**src/rtl/cdc_bus_arbiter_pkg.sv**
```systemverilog
// Shared definitions for the source-domain CDC bus arbiter: FSM state
// encodings, a constant-foldable clog2 and the id-width consistency check.
package cdc_arb_pkg;

    // FSM state encodings, kept as plain constants for legacy tool flows.
    typedef logic [1:0] arb_state_t;
    localparam arb_state_t StIdle  = 2'd0;
    localparam arb_state_t StIssue = 2'd1;
    localparam arb_state_t StHold  = 2'd2;

    // Ceiling log2, usable in parameter/localparam expressions.
    function automatic int unsigned clog2(input int unsigned value);
        int unsigned result;
        result = 0;
        while ((64'd1 << result) < 64'(value)) begin
            result = result + 1;
        end
        return result;
    endfunction

    // The id tag must be exactly wide enough to name every requester.
    function automatic logic id_width_ok(input int unsigned num_req,
                                         input int unsigned id_width);
        return id_width == clog2(num_req);
    endfunction

endpackage

```
**src/rtl/cdc_bus_arbiter_rr_arbiter.sv**
```systemverilog
// Combinational round-robin arbiter. The search starts just above last_grant
// and wraps, so the most recently served requester has the lowest priority.
module rr_arbiter #(
    parameter int unsigned NUM_REQ  = 4,
    parameter int unsigned ID_WIDTH = 2
) (
    input  logic [NUM_REQ-1:0]  req,
    input  logic [ID_WIDTH-1:0] last_grant,
    output logic [NUM_REQ-1:0]  grant,
    output logic [ID_WIDTH-1:0] grant_idx,
    output logic                any_req
);

    logic found;

    // Two passes: indices above last_grant first, then wrap to the lowest index.
    always_comb begin
        grant     = '0;
        grant_idx = '0;
        found     = 1'b0;
        any_req   = |req;
        for (int i = 0; i < NUM_REQ; i++) begin
            if (!found && req[i] && (i > int'(last_grant))) begin
                found     = 1'b1;
                grant[i]  = 1'b1;
                grant_idx = ID_WIDTH'(i);
            end
        end
        for (int i = 0; i < NUM_REQ; i++) begin
            if (!found && req[i]) begin
                found     = 1'b1;
                grant[i]  = 1'b1;
                grant_idx = ID_WIDTH'(i);
            end
        end
    end

endmodule

```
**src/rtl/cdc_bus_arbiter.sv**
```systemverilog
// Source-domain scheduler sharing one pulse-based CDC channel between several
// requesters. Each accepted word is tagged with its requester id and the
// transfer pulses are spaced at least HOLDOFF clocks apart so the destination
// toggle synchronizer never misses or merges a request.
module cdc_bus_arbiter #(
    parameter int unsigned NUM_REQ    = 4,
    parameter int unsigned DATA_WIDTH = 32,
    parameter int unsigned ID_WIDTH   = 2,
    parameter int unsigned HOLDOFF    = 8
) (
    input  logic                           clk,
    input  logic                           rst,
    input  logic [NUM_REQ-1:0]             req_valid,
    input  logic [NUM_REQ*DATA_WIDTH-1:0]  req_data,
    output logic [NUM_REQ-1:0]             req_ready,
    output logic                           cdc_req,
    output logic [ID_WIDTH+DATA_WIDTH-1:0] cdc_din,
    output logic                           busy
);

    import cdc_arb_pkg::*;

    localparam int unsigned          HoldWidth    = clog2(HOLDOFF);
    localparam logic [HoldWidth-1:0] HoldLoad     = HoldWidth'(HOLDOFF - 2);
    localparam logic [ID_WIDTH-1:0]  LastGrantRst = ID_WIDTH'(NUM_REQ - 1);

    if (!id_width_ok(NUM_REQ, ID_WIDTH)) begin : g_bad_id_width
        $error("cdc_bus_arbiter: ID_WIDTH must equal clog2(NUM_REQ)");
    end
    if (HOLDOFF < 2) begin : g_bad_holdoff
        $error("cdc_bus_arbiter: HOLDOFF must be at least 2");
    end
    if (NUM_REQ < 2 || NUM_REQ > 16) begin : g_bad_num_req
        $error("cdc_bus_arbiter: NUM_REQ must be in 2..16");
    end

    arb_state_t                     state_q, state_d;
    logic [HoldWidth-1:0]           hold_cnt_q, hold_cnt_d;
    logic [ID_WIDTH-1:0]            last_grant_q, last_grant_d;
    logic [NUM_REQ-1:0]             req_ready_d;
    logic                           cdc_req_d;
    logic [ID_WIDTH+DATA_WIDTH-1:0] cdc_din_d;

    logic [NUM_REQ-1:0]             grant;
    logic [ID_WIDTH-1:0]            grant_idx;
    logic                           any_req;
    logic [DATA_WIDTH-1:0]          grant_data;

    rr_arbiter #(
        .NUM_REQ  (NUM_REQ),
        .ID_WIDTH (ID_WIDTH)
    ) u_rr_arbiter (
        .req        (req_valid),
        .last_grant (last_grant_q),
        .grant      (grant),
        .grant_idx  (grant_idx),
        .any_req    (any_req)
    );

    // Select the winner's payload from the packed request bus.
    always_comb begin
        grant_data = '0;
        for (int i = 0; i < NUM_REQ; i++) begin
            if (grant[i]) begin
                grant_data = req_data[i*DATA_WIDTH +: DATA_WIDTH];
            end
        end
    end

    // Next-state logic: arbitrate in IDLE, pulse for one cycle, then hold off.
    always_comb begin
        state_d      = state_q;
        hold_cnt_d   = hold_cnt_q;
        last_grant_d = last_grant_q;
        req_ready_d  = '0;
        cdc_req_d    = 1'b0;
        cdc_din_d    = cdc_din;
        case (state_q)
            StIdle: begin
                if (any_req) begin
                    state_d      = StIssue;
                    last_grant_d = grant_idx;
                    req_ready_d  = grant;
                    cdc_req_d    = 1'b1;
                    cdc_din_d    = {grant_idx, grant_data};
                end
            end
            StIssue: begin
                // With HOLDOFF == 2 the IDLE arbitration cycle alone gives the gap.
                if (HOLDOFF > 2) begin
                    state_d    = StHold;
                    hold_cnt_d = HoldLoad;
                end else begin
                    state_d = StIdle;
                end
            end
            StHold: begin
                hold_cnt_d = hold_cnt_q - 1'b1;
                if (hold_cnt_q == HoldWidth'(1)) begin
                    state_d = StIdle;
                end
            end
            default: state_d = StIdle;
        endcase
    end

    // State and registered outputs; reset clears the outputs immediately.
    always_ff @(posedge clk or posedge rst) begin
        if (rst) begin
            state_q      <= StIdle;
            hold_cnt_q   <= '0;
            last_grant_q <= LastGrantRst;
            req_ready    <= '0;
            cdc_req      <= 1'b0;
            cdc_din      <= '0;
        end else begin
            state_q      <= state_d;
            hold_cnt_q   <= hold_cnt_d;
            last_grant_q <= last_grant_d;
            req_ready    <= req_ready_d;
            cdc_req      <= cdc_req_d;
            cdc_din      <= cdc_din_d;
        end
    end

    assign busy = (state_q != StIdle);

endmodule
```
**config.mk**
```make
export PLATFORM = sky130hd
export DESIGN_NAME = cdc_bus_arbiter
export DESIGN_NICKNAME = d
export VERILOG_FILES = /design/src/rtl/cdc_bus_arbiter_pkg.sv /design/src/rtl/cdc_bus_arbiter_rr_arbiter.sv /design/src/rtl/cdc_bus_arbiter.sv
export SDC_FILE = /design/constraint.sdc
export NUM_CORES = 1
export LEC_CHECK = 0
export ABC_AREA = 1
export CORE_MARGIN = 8
export CORE_UTILIZATION = 43
export DETAILED_ROUTE_END_ITERATION = 10
export HOLD_SLACK_MARGIN = 0.05
export PLACE_DENSITY = 0.88
export SLEW_MARGIN = 20
export SYNTH_ARGS = -nofsm -noshare
export SYNTH_HDL_FRONTEND = slang
export SYNTH_SLANG_ARGS = --single-unit
```
**constraint.sdc**
```tcl
create_clock -name clk -period 2.6 [get_ports clk]
set_input_delay 0.39 -clock clk [delete_from_list [all_inputs] [get_ports clk]]
set_output_delay 0.39 -clock clk [all_outputs]
set_load 0.005 [all_outputs]
```
==> results of run 1 <==
[power by group]
part           total [mW]  switching, mW  internal (mW)
clock network       0.521          0.237          0.283
logic                2.84           1.50           1.34
registers            1.25          0.178           1.07
[cells by family (layout without fill, tap and decap cells)]
logic type               count (synthesis)  in the layout  synth area share (%)
buffers and inverters                  105            273                  14.2
flip-flops                              46             46                  35.5
adder cells (fa/ha/maj)                  5              5                  1.93
AND/OR/NAND/NOR                        327            327                  40.8
XOR/XNOR                                 1              1                 0.270
AO/OA/AOI/OAI                           43             43                  7.29
[registers in the layout (all words and copies together), names as in the netlist]
register / count
hold_cnt_q: 3
state_q: 2
cdc_din: 34
last_grant_q: 2
req_ready: 4
cdc_req: 1
[path summary, 6_finish.rpt]
check / from / end / slack [ps]
worst max-delay path: state_q[0]$_DFFE_PP0P_ / busy / 530
worst min-delay path: cdc_din[11]$_DFFE_PP0P_ / cdc_din[11]$_DFFE_PP0P_ / 480
worst max register to register: last_grant_q[0]$_DFFE_PP1P_ / cdc_din[6]$_DFFE_PP0P_ / 700
worst min register to register: cdc_din[11]$_DFFE_PP0P_ / cdc_din[11]$_DFFE_PP0P_ / 480
max in group asynchronous: rst / cdc_din[12]$_DFFE_PP0P_ / 1650
min in group asynchronous: rst / cdc_din[27]$_DFFE_PP0P_ / 530
[synth_stat cells]
cell / instances
inv_1: 79
a31oi_4: 1
a31oi_1: 1
nor2_1: 7
clkbuf_1: 5
ha_1: 5
nand2_2: 5
nand4_1: 2
buf_2: 8
dfstp_2: 2
buf_6: 3
xor2_1: 1
nand3_1: 36
nor2_2: 2
nor2_4: 1
nor3_1: 1
nand3_2: 1
buf_4: 9
o2bb2ai_1: 1
inv_2: 1
nand3_4: 1
nand2_1: 271
o21ai_0: 6
dfrtp_1: 44
a21oi_1: 34
[area by class of cell]
class / instances / area [sq um] / share of cell area (%)
Multi-Input combinational cell: 376 / 1630 / 31.6
Timing Repair Buffer: 185 / 1850 / 35.7
Clock buffer: 5 / 68.8 / 1.33
Tap cell: 99 / 124 / 2.40
Clock inverter: 3 / 40.0 / 0.775
Sequential cell: 46 / 1150 / 22.3
Inverter: 80 / 300 / 5.81
[metal layers]
layer  up-vias  wire length (um)  GRT usage (%)
met5         -                 0              0
met4         0               148           5.67
met3        10              1040           5.40
met2       145              5510           37.3
met1      1615              4210           22.9
li1       1913                 -              -
[worst min-delay path, stage by stage, from the launching register on]
cell and delay (ps):
dfrtp_1 350, nand2_1 50, nand2_1 50
[per-stage QoR]
step,cells,worst slack (ps),total power [mW],hold slack (ps),utilization [%]
final,794,527,4.61,480,70.9
after detailed placement,786,264,4.12,464,69.4
after floorplan,527,1050,2.89,455,-
after global placement,786,355,4.03,461,69.4
after global routing,794,384,5.04,500,70.9
after CTS,794,500,4.66,487,70.9
==> qor.txt, run 1 <==
CTS Buffer Depth = 2
clk_skew = 6.76 ps
Max Cap Viol = 0
DRT antenna net count = 0
Initial Utilization = 44.5%
grt ovf = 0
Synth Instances = 527
CP Cell Sequence = inv_1, ha_1, inv_1, clkdlybuf4s50_1
Num CTS Buffers = 5
share of cells above drive strength 1 = 5.18%
vias in the first global route = 3,679
syn nets = 666
Area Growth Syn to Fin = 59.2%
RSZ-0062 raised after global routing = no
crit-path max FO = 6
die width = 103 um
Netlist cell types = 25
DRT iter0 DRCs = 169
Worst Hold Depth = 2
Core Rows = 31
Final HPWL DP = 8730 um
Core ar. = 0.00729 sq mm
Via Count = 3,683
Avg Vias per Cell = 4.64
design area = 0.00517 sq mm
most common cell after layout, fill and taps aside = nand2_1
Mapped Avg Cell Area = 6.16 sq um
Hold WC Path Type = flip-flop to flip-flop
final WL = 10,900 um
CP delay by family, top = buffers and inverters
full die area = 0.0106 sq mm
Area contributors post-synth = dfrtp_1 34%, nand2_1 31%, inv_1 9.1%
Final Setup Violations = 0
DRC violations left = 0
cell taking the most area after synthesis = dfrtp_1
outcome = finished clean
Total Routing Usage GR = 20.5%
hold_buf cts = 0
Die Y-Extent = 103 um
WL/cell = 13.7 um
Worst-path clk slew = 80 ps
period utilization = 79.7%
commonest cells after routing, fill and taps aside = 270 x nand2_1, 173 x clkdlybuf4s50_1, 78 x inv_1
# IOs = 174
#FFs+latches synth = 46
Post-CTS Setup Inserts = 0
PD cells = 893 mW/mm^2
slew margin rel. = 60.2%
Yosys top cell area share = 33.9%
clk_lat worst skew = 290 ps
CTS tree = yes
critical path type = flip-flop to output pin
Worst EP required = 2210 ps
leak pwr = 2.74 nW
reg2reg path depth = 11
Crit path top cell by count = inv_1
root buf cell = clkbuf_8
nets@finish = 833
Fillers = 610
first-pass GRT wire length = 17,300 um
DRT Pass-1 Iters = 4
Buf/Inv on CP = 3
Critical Path Stages = 4
# diodes = 0
post-route setup TNS = 0 ps
pin count of the biggest net entering global routing = 47
register area share after synthesis = 35.5%
type of origin of the critical path = flip-flop
Critical Path Sink Type = output pin
PostCTS Resize Cnt = 0
Slew @ Worst Pin = 597 ps
Peak Freq = 482 MHz
WP data arrival = 1680 ps
Synthesis Warnings = 0
port bufs = 173
CTS Sinks = 46
synthesized cell area = 0.00325 sq mm
Final Hold Viols = 0
Clock H-tree levels = 2
Final GP Congestion = 0.885
initial antenna violation count = 0
critical path's slowest cell = clkdlybuf4s50_1
Slew Viols, Final = 0
max incr delay on CP = 550 ps
placed cell area = 0.00506 sq mm
Peak VDD IR = 0.000466 V
minimum clock period = 2070 ps
Note: power is estimated with default switching activity, not from simulation.
==> run 2, diff against run 1 <==
CORE_UTILIZATION = 36   (was 43)
PLACE_DENSITY = 0.79   (was 0.88)
clock period = 1.75 ns   (was 2.6 ns; I/O delays follow)
==> run 2 against run 1 <==
  * Clock skew is 2.1 ps higher
  * Clock power is 53% higher
  * Cell area is 4.6% higher
  * Global-route usage is 2.7 points lower
  * Critical path type is now flip-flop to flip-flop
  * Hold slack worse by 190 ps
  * Register-to-register slack worse by 660 ps
==> qor.txt, run 2 (synthesis gave the netlist of run 1 again) <==
outcome = finished clean
Peak VDD IR = 0.000701 V (+50%)
critical path's slowest cell = dfstp_2
share of cells above drive strength 1 = 7.18% (+2.0 points)
Final GP Congestion = 0.837 (-5.4%)
Biggest register = cdc_din
most common cell after layout, fill and taps aside = nand2_1
WL/cell = 14.0 um (+1.8%)
Crit path top cell by count = nand2_1
Peak Freq = 584 MHz
largest registers = cdc_din (34), req_ready (4), hold_cnt_q (3)
Buf/Inv on CP = 1 (-2)
Net Sw Frac = 41.1% (-0.49 points)
nets@finish = 848 (+1.8%)
Worst EP required = 1980 ps (-230 ps)
port bufs = 173 (unchanged)
CTS tree = yes
Die Y-Extent = 111 um (+7.8%)
Critical Path Sink Type = flip-flop
die width = 111 um (+7.8%)
Max Cap Viol = 0 (unchanged)
WHS = 293 ps (-188 ps)
DRT Pass-1 Iters = 4 (unchanged)
worst slack, placed = -127 ps (-391 ps)
Fillers = 800 (+31%)
CTS Buffer Depth = 2 (unchanged)
Pwr Total = 7.28 mW (+58%)
internal power = 4.29 mW (+59%)
CP Cell Sequence = nand2_1, nand2_2, nand3_4, nor2_4, nand2_1, nand2_2, buf_12, nand2_1, nand3_1, nand2_1, nand2_1
clk_skew = 8.84 ps (+2.08 ps)
root buf cell = clkbuf_8
PD cells = 1350 mW/mm^2 (+51%)
DRT antenna net count = 0 (unchanged)
Initial Utilization = 37.2% (-7.3 points)
Largest register FFs = 34 (unchanged)
Slew @ Worst Pin = 261 ps (-336 ps)
Slew Viols, Final = 0 (unchanged)
pin count of the biggest net entering global routing = 47 (unchanged)
crit-path max FO = 22 (+16)
Core ar. = 0.00872 sq mm (+20%)
part of the power in the clock network = 11.0% (-0.3 points)
placed cell area = 0.00525 sq mm (+3.8%)
leak pwr = 2.84 nW (+3.8%)
# diodes = 0 (unchanged)
Area Growth Syn to Fin = 66.5%
Total Routing Usage GR = 17.8% (-2.7 points)
Hold WC Path Type = primary input to async pin
final WL = 11,400 um (+4.9%)
PnR worst setup slack = 37.4 ps (-489 ps)
design area = 0.00541 sq mm (+4.6%)
RSZ-0062 raised after global routing = yes
Via Count = 3,832 (+4.0%)
type of origin of the critical path = flip-flop
slew margin rel. = 82.6% (+22 points)
CTS Sinks = 46 (unchanged)
critical path type = flip-flop to flip-flop
WP data arrival = 1950 ps (+270 ps)
Clock H-tree levels = 2 (unchanged)
max incr delay on CP = 570 ps (+20 ps)
Core Rows = 34 (+9.7%)
vias in the first global route = 3,987 (+8.4%)
initial antenna violation count = 0 (unchanged)
commonest cells after routing, fill and taps aside = 270 x nand2_1, 172 x clkdlybuf4s50_1, 78 x inv_1
hold_buf cts = 0 (unchanged)
Num CTS Buffers = 5 (unchanged)
minimum clock period = 1710 ps
Comb power frac = 63.4% (+1.7 points)
DRT iter0 DRCs = 167 (-1.2%)
post-route setup TNS = 0 ps (unchanged)
switching power = 2.99 mW (+56%)
Avg Vias per Cell = 4.68 (+0.99%)
period utilization = 97.9%
CP delay by family, top = simple AND/OR/NAND/NOR gates
Worst-path clk slew = 90 ps (about the same)
Final Hold Viols = 0 (unchanged)
full die area = 0.0123 sq mm (+16%)
first-pass GRT wire length = 18,400 um (+6.1%)
sequential share of power = 25.6% (-1.5 points)
# IOs = 174 (unchanged)
Final Setup Violations = 0 (unchanged)
clk_lat worst skew = 300 ps (about the same)
grt ovf = 0 (unchanged)
Final HPWL DP = 9060 um (+3.8%)
DRC violations left = 0 (unchanged)
[run 2: changes by cell type in the layout (fill, tap and decap cells not counted), sizes merged]
cell	before	now
clkinv	2	0
dlygate4sd2	0	1
clkinvlp	0	2
buf	12	27
clkdlybuf4s50	173	172
[run 2: per-layer routing]
metal | GRT usage, % | routed length (um) | share of wire, % | up-vias
met5 | 0 | 0 | 0 | -
met4 | 4.05 | 116 | 1.0 | 0
met3 | 5.79 | 995 | 8.7 | 15
met2 | 31.6 | 5500 | 48 | 169
met1 | 20.1 | 4830 | 42 | 1708
li1 | - | - | - | 1940
[run 2: through the flow]
stage | util [%] | instances
final | 62.0 | 818
after global routing | 62.0 | 818
after CTS | 61.7 | 815
after detailed placement | 60.2 | 806
after global placement | 60.2 | 806
after floorplan | - | 527
[run 2: power groups by stage]
stage | registers [mW] | logic, mW | clock network (mW)
floorplan | 1.88 | 2.42 | 0
global placement | 1.87 | 4.48 | 0
detailed placement | 1.88 | 4.59 | 0
CTS | 1.86 | 4.61 | 0.826
global route | 1.91 | 5.16 | 0.875
finish | 1.86 | 4.62 | 0.798
[run 2: cell type report]
| cell class | count | area [sq um] | area share [%] |
|---|---|---|---|
| Sequential cell | 46 | 1150 | 21.3 |
| Clock inverter | 3 | 45.0 | 0.833 |
| Clock buffer | 5 | 68.8 | 1.27 |
| Inverter | 80 | 300 | 5.56 |
| Multi-Input combinational cell | 376 | 1640 | 30.4 |
| Tap cell | 108 | 135 | 2.50 |
| Timing Repair Buffer | 200 | 2060 | 38.1 |
[run 2: path summary, 6_finish.rpt]
kind | slack, ps | cells past startpoint | from | endpoint
setup reg to reg | 40 | 11 | last_grant_q[0]$_DFFE_PP1P_ | cdc_din[25]$_DFFE_PP0P_
setup / recovery | 40 | 11 | last_grant_q[0]$_DFFE_PP1P_ | cdc_din[25]$_DFFE_PP0P_
min in group clk | 490 | 2 | cdc_din[13]$_DFFE_PP0P_ | cdc_din[13]$_DFFE_PP0P_
hold / removal | 290 | 3 | rst | cdc_din[16]$_DFFE_PP0P_
hold reg to reg | 490 | 2 | cdc_din[13]$_DFFE_PP0P_ | cdc_din[13]$_DFFE_PP0P_
max in group asynchronous | 1160 | 3 | rst | last_grant_q[0]$_DFFE_PP1P_
[run 2: what timing repair did]
action	in CTS	in global routing
pin swaps	0	1
gates cloned	0	0
buffers inserted	1	3
gates resized for setup	2	1
setup endpoints to repair	3	32
[run 2: tightest hold or removal path, delay by kind of cell]
kind | cells | cell delay (ps)
buffers and inverters | 3 | 710
